===== config.mk =====
export PLATFORM = sky130hd
export DESIGN_NAME = edge_result_packer
export DESIGN_NICKNAME = d
export VERILOG_FILES = /design/src/rtl/edge_pack_pkg.sv /design/src/rtl/edge_pack_lanes.sv /design/src/rtl/edge_result_packer.sv
export SDC_FILE = /design/constraint.sdc
export NUM_CORES = 1
export LEC_CHECK = 0
export CAP_MARGIN = 15
export CORE_ASPECT_RATIO = 1.1
export CORE_MARGIN = 8
export CORE_UTILIZATION = 31
export CTS_CLUSTER_DIAMETER = 30
export CTS_CLUSTER_SIZE = 28
export DETAILED_ROUTE_END_ITERATION = 7
export SLEW_MARGIN = 10
export SYNTH_ARGS = -nofsm -noshare
export SYNTH_HDL_FRONTEND = slang
export SYNTH_SLANG_ARGS = --single-unit
export TNS_END_PERCENT = 50

===== constraint.sdc =====
create_clock -name bus_clk -period 2.7 [get_ports bus_clk]
set_input_delay 0.27 -clock bus_clk [delete_from_list [all_inputs] [get_ports bus_clk]]
set_output_delay 0.27 -clock bus_clk [all_outputs]
set_load 0.02 [all_outputs]

===== src/rtl/edge_pack_pkg.sv =====
// Shared definitions for the edge result packer: FSM encoding, trailer tag and
// result-word field layout.
package edge_pack_pkg;

  typedef logic [1:0] state_t;

  localparam state_t S_IDLE    = 2'd0;
  localparam state_t S_FETCH   = 2'd1;
  localparam state_t S_EMIT    = 2'd2;
  localparam state_t S_TRAILER = 2'd3;

  localparam logic [7:0] TRAILER_TAG_DEFAULT = 8'hED;

  localparam int PIX_MSB   = 15;
  localparam int PIX_LSB   = 8;
  localparam int LAST_BIT  = 0;
  localparam int PIX_CNT_W = 20;

  // Bits [31:16] and [7:1] of a result word are reserved and must be zero.
  localparam logic [31:0] RSV_MASK = 32'hFFFF_00FE;

  function automatic logic word_malformed(input logic [31:0] w);
    return (w & RSV_MASK) != 32'h0000_0000;
  endfunction

endpackage


===== src/rtl/edge_pack_lanes.sv =====
// Four-lane byte accumulator: lane k of the output word holds the k-th pixel
// written since the last clear.
module edge_pack_lanes (
  input  logic        clk,
  input  logic        rst,
  input  logic        wr_en,
  input  logic        clr,
  input  logic [1:0]  lane,
  input  logic [7:0]  pixel,
  output logic [31:0] word,
  output logic        complete
);

  // Byte-lane storage; unwritten lanes stay zero as end-of-frame padding.
  always_ff @(posedge clk) begin
    if (rst || clr) begin
      word <= 32'h0000_0000;
    end else if (wr_en) begin
      word[{lane, 3'b000} +: 8] <= pixel;
    end else begin
      word <= word;
    end
  end

  assign complete = wr_en && (lane == 2'd3);

endmodule


===== src/rtl/edge_result_packer.sv =====
// Drains thresholded-pixel result words, packs four pixels per host word and
// closes each frame with a tagged trailer carrying the pixel count.
module edge_result_packer
  import edge_pack_pkg::*;
#(
  parameter int         FRAME_WIDTH = 640,
  parameter logic [7:0] TRAILER_TAG = TRAILER_TAG_DEFAULT
) (
  input  logic        bus_clk,
  input  logic        rst,
  input  logic        in_fifo_result_empty,
  input  logic [31:0] in_fifo_result_dout,
  output logic        ou_fifo_result_rden,
  input  logic        in_fifo_pack_full,
  output logic        ou_fifo_pack_wren,
  output logic [31:0] ou_fifo_pack_din,
  output logic        ou_frame_done,
  output logic        ou_format_error
);

  if (FRAME_WIDTH > (1 << PIX_CNT_W)) begin : g_bad_width
    $error("FRAME_WIDTH exceeds the pixel counter range");
  end

  state_t                 state;
  state_t                 state_nxt;
  logic [1:0]             lane_cnt;
  logic [PIX_CNT_W-1:0]   pix_cnt;
  logic                   last_pend;
  logic                   format_error;
  logic [7:0]             pixel;
  logic                   last;
  logic                   fetch;
  logic                   lane_full;
  logic                   emit_acc;
  logic                   trl_acc;
  logic [31:0]            pack_word;

  assign pixel    = in_fifo_result_dout[PIX_MSB:PIX_LSB];
  assign last     = in_fifo_result_dout[LAST_BIT];
  assign fetch    = (state == S_FETCH);
  assign emit_acc = (state == S_EMIT) && !in_fifo_pack_full;
  assign trl_acc  = (state == S_TRAILER) && !in_fifo_pack_full;

  edge_pack_lanes u_lanes (
    .clk      (bus_clk),
    .rst      (rst),
    .wr_en    (fetch),
    .clr      (emit_acc),
    .lane     (lane_cnt),
    .pixel    (pixel),
    .word     (pack_word),
    .complete (lane_full)
  );

  // Next state and FIFO strobes; strobes are squelched while reset is held.
  always_comb begin
    state_nxt           = state;
    ou_fifo_result_rden = 1'b0;
    ou_fifo_pack_wren   = 1'b0;
    ou_fifo_pack_din    = 32'h0000_0000;
    ou_frame_done       = 1'b0;
    case (state)
      S_IDLE: begin
        ou_fifo_result_rden = !in_fifo_result_empty;
        state_nxt           = in_fifo_result_empty ? S_IDLE : S_FETCH;
      end
      S_FETCH: begin
        if (lane_full || last) begin
          state_nxt = S_EMIT;
        end else begin
          ou_fifo_result_rden = !in_fifo_result_empty;
          state_nxt           = in_fifo_result_empty ? S_IDLE : S_FETCH;
        end
      end
      S_EMIT: begin
        ou_fifo_pack_din  = pack_word;
        ou_fifo_pack_wren = !in_fifo_pack_full;
        if (!in_fifo_pack_full) begin
          state_nxt = last_pend ? S_TRAILER : S_IDLE;
        end else begin
          state_nxt = S_EMIT;
        end
      end
      S_TRAILER: begin
        ou_fifo_pack_din  = {TRAILER_TAG, 4'h0, pix_cnt};
        ou_fifo_pack_wren = !in_fifo_pack_full;
        ou_frame_done     = !in_fifo_pack_full;
        state_nxt         = in_fifo_pack_full ? S_TRAILER : S_IDLE;
      end
      default: begin
        state_nxt = S_IDLE;
      end
    endcase
    if (rst) begin
      ou_fifo_result_rden = 1'b0;
      ou_fifo_pack_wren   = 1'b0;
      ou_fifo_pack_din    = 32'h0000_0000;
      ou_frame_done       = 1'b0;
    end else begin
      ou_frame_done = ou_frame_done;
    end
  end

  // FSM state, lane/pixel counters and the sticky malformed-word flag.
  always_ff @(posedge bus_clk) begin
    if (rst) begin
      state        <= S_IDLE;
      lane_cnt     <= 2'd0;
      pix_cnt      <= 20'h0_0000;
      last_pend    <= 1'b0;
      format_error <= 1'b0;
    end else begin
      state <= state_nxt;
      if (fetch) begin
        lane_cnt  <= lane_cnt + 2'd1;
        last_pend <= last;
        if (pix_cnt != 20'hF_FFFF) begin
          pix_cnt <= pix_cnt + 20'd1;
        end
        if (word_malformed(in_fifo_result_dout)) begin
          format_error <= 1'b1;
        end
      end else if (emit_acc) begin
        lane_cnt <= 2'd0;
      end else if (trl_acc) begin
        pix_cnt   <= 20'h0_0000;
        last_pend <= 1'b0;
      end
    end
  end

  assign ou_format_error = format_error;

endmodule


==> reports/metrics.csv, run 1 <==
stage;metric;value;unit
synth;synth_nets;389;
detailed_routing;ant_nets;0;
power;pwr-share-clk;0.454;
synth;avgSynthCellArea;8.44;µm²
power;p_int;1.51;mW
grt;grt_pass1_wl;14.0;mm
grt;grt_remaining_overflow;0;
detailed_routing;vias_per_cell;5.21;
cts;cts_inserted_buffers;9;
min_path;min_path_type;reg -> reg;
power;powerDensity;497;mW/mm²
sta;hold_viol;0;
cts;clk_path_buf_depth;2;
floorplanning;coreArea;0.00926;mm²
critical_path;r2r_start;state[0]$_SDFF_PP0_;
sta;grt_setup_unrepaired;no;
power;p_total;1.99;mW
synth;synth.yosys.seq_area_share;0.396;
power;p_leak;1.33;nW
flow_run;maxCapViolCount;0;
grt;grt_usage;0.138;
min_path;hold_depth;2;
detailed_routing;wl;8.79;mm
floorplanning;initial_core_util;0.316;
critical_path;start_kind;register;
finish;final_nets;461;
finish;diodes;0;
synth;yosysTopAreaCellShare;0.396;
detailed_routing;vias;2818;
floorplanning;rows;37;
critical_path;rr_worst_depth;6;
cts;clock-sinks;58;
power;switchingPower;0.479;mW
sta;fmax;0.406;GHz
finish;area_growth;36.5;%
synth;ys_ff_latch;58;
cts;clk_latency;0.34;ns
detailed_routing;drt_pass1_iterations;5;
finish;final_cell_area;0.00400;mm²
grt;antenna_found_initial;0;
critical_path;crit_fanout;12;
critical_path;crit_type;reg -> out;
synth;synth_top_cell_by_area;dfxtp_1;
critical_path;ff2ff_setup_slack;0.38;ns
placed_design;placed_cells;525;
sta;finalSetupViolCount;0;
placed_design;portBuffers;71;
finish;instances_no_fill;541;
floorplanning;die_h;118;µm
synth;synth_warnings;0;
critical_path;critPathArrivalTime;2.19;ns
grt;grt_max_degree;35;
cts;cts_tree;built;
grt;grt_pass1_vias;2785;
sta;slew_violations;0;
critical_path;crit_path_start;state[0]$_SDFF_PP0_;
power;ir_drop;0.277;mV
synth;postSynthCellCount;347;
sta;fin_crit_sh;0.913;
floorplanning;design.die.area;0.0128;mm²
finish;num-fill-cells;922;
synth;synth_area_leaders;dfxtp_1 40%, nor2_1 10%, a22oi_1 8.5%;
cts;root_buffer;clkbuf_8;
synth;synthDistinctLibCells;45;
min_path;min_delay_worst_endpoint;ou_format_error$_SDFFE_PP0P_;
critical_path;reg2reg_to;u_lanes.word[4]$_SDFFE_PP0P_;
placed_design;place_area;0.00378;mm²
critical_path;cp.required;2.43;ns
sta;tns;0;ns
placed_design;gp_congestion;0.847;
cts;clkTransAtPathRegs;0.07;ns
critical_path;critPathCaptureType;output pin;
sta;max-slew-margin-rel;0.512;
placed_design;dp.final_hpwl;6.56;mm
power;p_seq_frac;0.446;
sta;worst_hold_slack;0.465;ns
cts;cts_hold_buf;0;
min_path;hp-start;ou_format_error$_SDFFE_PP0P_;
floorplanning;ios;72;
sta;tightest_slew;0.726;ns
sta;fin_skew;0.00815;ns
floorplanning;die_w;109;µm
detailed_routing;wl_per_cell;16.2;µm
power;comb_power_share;0.100;
power;swShare;0.241;
detailed_routing;drt_iter0_markers;165;
finish;drive_gt1_frac;0.0896;
cts;h-tree-depth;3;
sta;fin_crit;2.46;ns
outcome;status;completed;
detailed_routing;drc;0;
synth;synthesis.area;0.00293;mm²
[cell type report]
type                       instances  area, µm²  share of cell area
clock buffer                      11        141              0.0354
clock inverter                     5       77.6              0.0194
inverter                           3       11.3             0.00282
multi-input combinational        267       1680               0.421
sequential                        58       1160               0.290
tap                              117        146              0.0366
timing repair buffer              80        778               0.195
[stage by stage]
step | util | setup slack, ns
final | 0.432 | 0.236
after global placement | 0.408 | 0.302
after detailed placement | 0.408 | 0.289
after global routing | 0.432 | 0.0987
after floorplan | - | 0.740
after CTS | 0.431 | 0.110
[power groups by stage]
stage	registers, mW	clock network, mW	logic [mW]
2_1_floorplan	0.898	0	0.105
3_3_place_gp	0.906	0	0.197
3_5_place_dp	0.906	0	0.198
4_1_cts	0.887	0.909	0.200
5_1_grt	0.888	0.945	0.216
6_report	0.887	0.902	0.199
[logic make-up after synthesis]
| logic type | share of synthesized area |
|---|---|
| flip-flops | 0.396 |
| buffers and inverters | 0.0303 |
| adder cells (fa/ha/maj) | 0.0256 |
| AND/OR/NAND/NOR | 0.279 |
| multiplexers | 0.0756 |
| AO/OA/AOI/OAI | 0.175 |
| XOR/XNOR | 0.0179 |
[how the worst max path moves through the flow]
stage	to	slack, ns	cells past startpoint
after floorplan	pix_cnt[5]$_SDFFE_PP0P_	0.74	7
after global placement	pix_cnt[5]$_SDFFE_PP0P_	0.30	6
after detailed placement	pix_cnt[5]$_SDFFE_PP0P_	0.29	6
after CTS	ou_fifo_pack_din[21]	0.11	4
after global routing	ou_fifo_pack_din[1]	0.1	4
final	ou_fifo_pack_din[9]	0.24	4
[routing by layer]
layer  up-vias  share of wire  GRT usage
met5         -              0          0
met4         0          0.018     0.0591
met3        15          0.048     0.0268
met2        79           0.48      0.226
met1      1331           0.45      0.170
li1       1393              -          -
[critical path, cell delays in order, from the launching register on]
cell             delay (ns)
dfxtp_1                0.64
buf_4                  0.33
mux2i_1                0.26
nor2_1                 0.06
clkdlybuf4s50_1        0.55
[state kept, by name, indices dropped and copies added (netlist names)]
name / cells
u_lanes.word: 32
ou_format_error: 1
last_pend: 1
state: 2
pix_cnt: 20
lane_cnt: 2
[layout by cell type, fill, tap and decap left out, types with 6 or more instances in the layout]
| cell | count |
|---|---|
| a21oi_1 | 13 |
| a22oi_1 | 33 |
| and2_1 | 9 |
| buf_4 | 9 |
| clkbuf_8 | 10 |
| clkdlybuf4s50_1 | 71 |
| dfxtp_1 | 58 |
| ha_1 | 6 |
| mux2i_1 | 21 |
| nand2_1 | 15 |
| nand3_1 | 10 |
| nor2_1 | 77 |
| o21ai_0 | 11 |
| or3_1 | 8 |
[Yosys cell counts]
| master | instances |
|---|---|
| a21bo_2 | 1 |
| a21boi_1 | 1 |
| a21oi_1 | 13 |
| a22oi_1 | 33 |
| a31oi_1 | 1 |
| and2_1 | 9 |
| and3_1 | 2 |
| and3b_1 | 1 |
| and4_1 | 2 |
| buf_1 | 1 |
| buf_2 | 5 |
| clkbuf_1 | 13 |
| dfxtp_1 | 58 |
| ha_1 | 6 |
| inv_1 | 3 |
| mux2_1 | 1 |
| mux2i_1 | 21 |
| nand2_1 | 15 |
| nand2b_1 | 2 |
| nand3_1 | 10 |
| nand3_2 | 1 |
| nand3b_1 | 4 |
| nand4_2 | 1 |
| nand4b_1 | 1 |
| nor2_1 | 78 |
| nor2b_1 | 3 |
| nor3_1 | 4 |
| nor3b_1 | 1 |
| nor4_1 | 5 |
| nor4_2 | 2 |
| nor4b_1 | 1 |
| nor4b_2 | 3 |
| o2111ai_1 | 2 |
| o211ai_1 | 2 |
| o211ai_2 | 2 |
| o21ai_0 | 11 |
| o21ai_2 | 1 |
| o21bai_1 | 1 |
| o31a_1 | 2 |
| o31ai_1 | 4 |
| or2_2 | 2 |
| or3_1 | 8 |
| or4_1 | 4 |
| xnor2_1 | 2 |
| xor2_1 | 4 |
[timing repair]
item,4_1_cts,5_1_grt
gates resized for setup,0,1
setup endpoints to repair,0,1
buffers inserted,0,0
No activity file was read; power rests on OpenSTA's default activity.
==> run 2, diff against run 1 <==
--- a/config.mk
+++ b/config.mk
@@ -8,10 +8,11 @@
 export CAP_MARGIN = 15
 export CORE_ASPECT_RATIO = 1.1
 export CORE_MARGIN = 8
-export CORE_UTILIZATION = 31
+export CORE_UTILIZATION = 49
 export CTS_CLUSTER_DIAMETER = 30
 export CTS_CLUSTER_SIZE = 28
 export DETAILED_ROUTE_END_ITERATION = 7
+export PLACE_DENSITY = 0.79
 export SLEW_MARGIN = 10
 export SYNTH_ARGS = -nofsm -noshare
 export SYNTH_HDL_FRONTEND = slang
==> run 2 against run 1 <==
Compared with the run above:
- clock power rose by 3.3%
- flip-flop and latch count is the same
- largest power group unchanged
- sequential power fell by 0.5%
- critical endpoint is now ou_fifo_result_rden
==> reports/metrics.csv, run 2 (synthesis gave the netlist of run 1 again) <==
stage;metric;value;unit;change
critical_path;cp_slowest_cell;clkdlybuf4s50_1;;was dfxtp_1
detailed_routing;ant_nets;0;;unchanged
finish;multi_input_area;0.00168;mm²;about the same
flow_run;maxCapViolCount;0;;unchanged
detailed_routing;vias_per_cell;5.70;;was 5.21
power;powerDensity;511;mW/mm²;was 497 mW/mm²
finish;drive_gt1_frac;0.0831;;was 0.0896
placed_design;portBuffers;71;;unchanged
critical_path;cp.required;2.43;ns;about the same
critical_path;rr_worst_depth;5;;was 6
grt;antenna_found_initial;0;;unchanged
placed_design;gp_congestion;0.894;;was 0.847
grt;grt_max_degree;35;;unchanged
finish;area_growth;34.5;%;was 36.5%
floorplanning;design.die.area;0.00871;mm²;was 0.0128 mm²
sta;fin_crit;2.47;ns;was 2.46 ns
critical_path;reg2reg_to;u_lanes.word[16]$_SDFFE_PP0P_;;was u_lanes.word[4]$_SDFFE_PP0P_
critical_path;ff2ff_setup_slack;0.41;ns;was 0.38 ns
cts;clock-sinks;58;;unchanged
cts;clk_latency;0.35;ns;was 0.34 ns
floorplanning;coreArea;0.00577;mm²;was 0.00926 mm²
critical_path;crit_path_start;lane_cnt[0]$_SDFFE_PP0P_;;was state[0]$_SDFF_PP0_
critical_path;critPathArrivalTime;2.20;ns;was 2.19 ns
cts;clk_path_buf_depth;2;;unchanged
cts;cts_resized;0;;unchanged
finish;final_cell_mix;78 x nor2_1, 71 x clkdlybuf4s50_1, 58 x dfxtp_1;;was 77 x nor2_1, 71 x clkdlybuf4s50_1, 58 x dfxtp_1
power;ir_drop;0.341;mV;was 0.277 mV
detailed_routing;drt_iter0_markers;249;;was 165
finish;largestRegisters;u_lanes.word: 32 flops, pix_cnt: 20 flops;;unchanged
placed_design;dp.final_hpwl;6.16;mm;was 6.56 mm
cts;clkTransAtPathRegs;0.06;ns;was 0.07 ns
finish;final_common_cell;nor2_1;;unchanged
grt;grt_remaining_overflow;0;;unchanged
cts;cts_hold_buf;0;;unchanged
finish;top_register;u_lanes.word;;unchanged
detailed_routing;vias;2838;;was 2818
critical_path;crit_fanout;6;;was 12
detailed_routing;wl_per_cell;16.7;µm;was 16.2 µm
grt;grt_pass1_vias;2809;;was 2785
sta;finalSetupViolCount;0;;unchanged
sta;fin_skew;0.00703;ns;was 0.00815 ns
sta;fin_crit_sh;0.914;;was 0.913
critical_path;critPathCaptureType;output pin;;unchanged
critical_path;crit_type;reg -> out;;unchanged
critical_path;crit_chain;ha_1 > o21ai_0 > nor4b_1 > clkdlybuf4s50_1;;was buf_4 > mux2i_1 > nor2_1 > clkdlybuf4s50_1
power;p_leak;1.32;nW;was 1.33 nW
sta;hold_viol;0;;unchanged
detailed_routing;drt_pass1_iterations;4;;was 5
min_path;hp-start;ou_format_error$_SDFFE_PP0P_;;unchanged
cts;h-tree-depth;3;;unchanged
min_path;min_path_type;reg -> reg;;unchanged
finish;final_nets;458;;was 461
outcome;status;completed;;unchanged
grt;grt_usage;0.195;;was 0.138
cts;post-cts-setup-buffer-count;0;;unchanged
critical_path;r2r_start;state[0]$_SDFF_PP0_;;unchanged
finish;largest_reg_flops;32;;unchanged
critical_path;start_kind;register;;unchanged
sta;tns;0;ns;unchanged
finish;diodes;0;;unchanged
sta;max-slew-margin-rel;0.454;;was 0.512
critical_path;endpoint;ou_fifo_result_rden;;was ou_fifo_pack_din[9]
cts;root_buffer;clkbuf_8;;unchanged
grt;grt_pass1_wl;14.1;mm;was 14.0 mm
cts;cts_inserted_buffers;9;;unchanged
floorplanning;rows;29;;was 37
floorplanning;die_h;97.1;µm;was 118 µm
floorplanning;ios;72;;unchanged
power;p_total;2.01;mW;was 1.99 mW
finish;num-fill-cells;453;;was 922
detailed_routing;wl;8.32;mm;was 8.79 mm
cts;cts_tree;built;;unchanged
floorplanning;die_w;89.7;µm;was 109 µm
sta;slew_violations;0;;unchanged
sta;fmax;0.405;GHz;was 0.406 GHz
sta;grt_setup_unrepaired;no;;unchanged
floorplanning;initial_core_util;0.508;;was 0.316
sta;tightest_slew;0.816;ns;was 0.726 ns
finish;regArea;0.00116;mm²;unchanged
critical_path;cp_slowest_stage_delay;0.69;ns;was 0.64 ns
detailed_routing;drc;0;;unchanged
==> run 2: cell count changes in the layout (fill, tap and decap cells not counted), sizes merged <==
cell / change
inv: +1
clkinvlp: +1
buf: -3
clkinv: -2
==> run 2: worst min-delay path by stage <==
stage                              endpoint  slack, ns  cells after the start
2_1_floorplan  u_lanes.word[0]$_SDFFE_PP0P_       0.42                      2
3_3_place_gp   ou_format_error$_SDFFE_PP0P_       0.45                      2
3_5_place_dp   ou_format_error$_SDFFE_PP0P_       0.46                      2
4_1_cts        ou_format_error$_SDFFE_PP0P_       0.47                      2
5_1_grt        ou_format_error$_SDFFE_PP0P_       0.50                      2
6_report       ou_format_error$_SDFFE_PP0P_       0.46                      2
==> run 2: final cells by class <==
class / count / area share
multi-input cells: 267 / 0.426
well taps: 77 / 0.0245
inverters: 3 / 0.00286
flip-flops and latches: 58 / 0.295
clock inverters: 5 / 0.0213
repair buffers: 77 / 0.192
clock buffers: 11 / 0.0384
==> run 2: through the flow <==
step	setup slack [ns]	hold WS (ns)	utilization	instances	cell area (µm²)
2_1_floorplan	0.740	0.418	-	347	2930
3_3_place_gp	0.317	0.450	0.642	482	3700
3_5_place_dp	0.261	0.456	0.642	482	3700
4_1_cts	0.201	0.471	0.683	498	3940
5_1_grt	0.107	0.495	0.683	498	3940
6_report	0.231	0.464	0.683	498	3940
==> run 2: power breakdown <==
group	total [mW]	switching, mW	internal [mW]
clock network	0.932	0.360	0.573
registers	0.883	0.0140	0.869
logic	0.198	0.103	0.0955
total	2.01	0.476	1.54
==> run 2: worst max-delay path: cells and delay by family (launching register included) <==
kind | cells | cell delay [ns]
buf+inv | 1 | 0.69
fa+ha+maj | 1 | 0.26
flops | 1 | 0.39
compound gates | 1 | 0.14
simple gates | 1 | 0.37
==> run 2: layer usage <==
metal / vias to the layer above / global-route usage / wire length, µm
li1: 1386 / - / -
met1: 1338 / 0.233 / 3580
met2: 96 / 0.327 / 4090
met3: 18 / 0.0417 / 480
met4: 0 / 0.0834 / 165
met5: - / 0 / 0
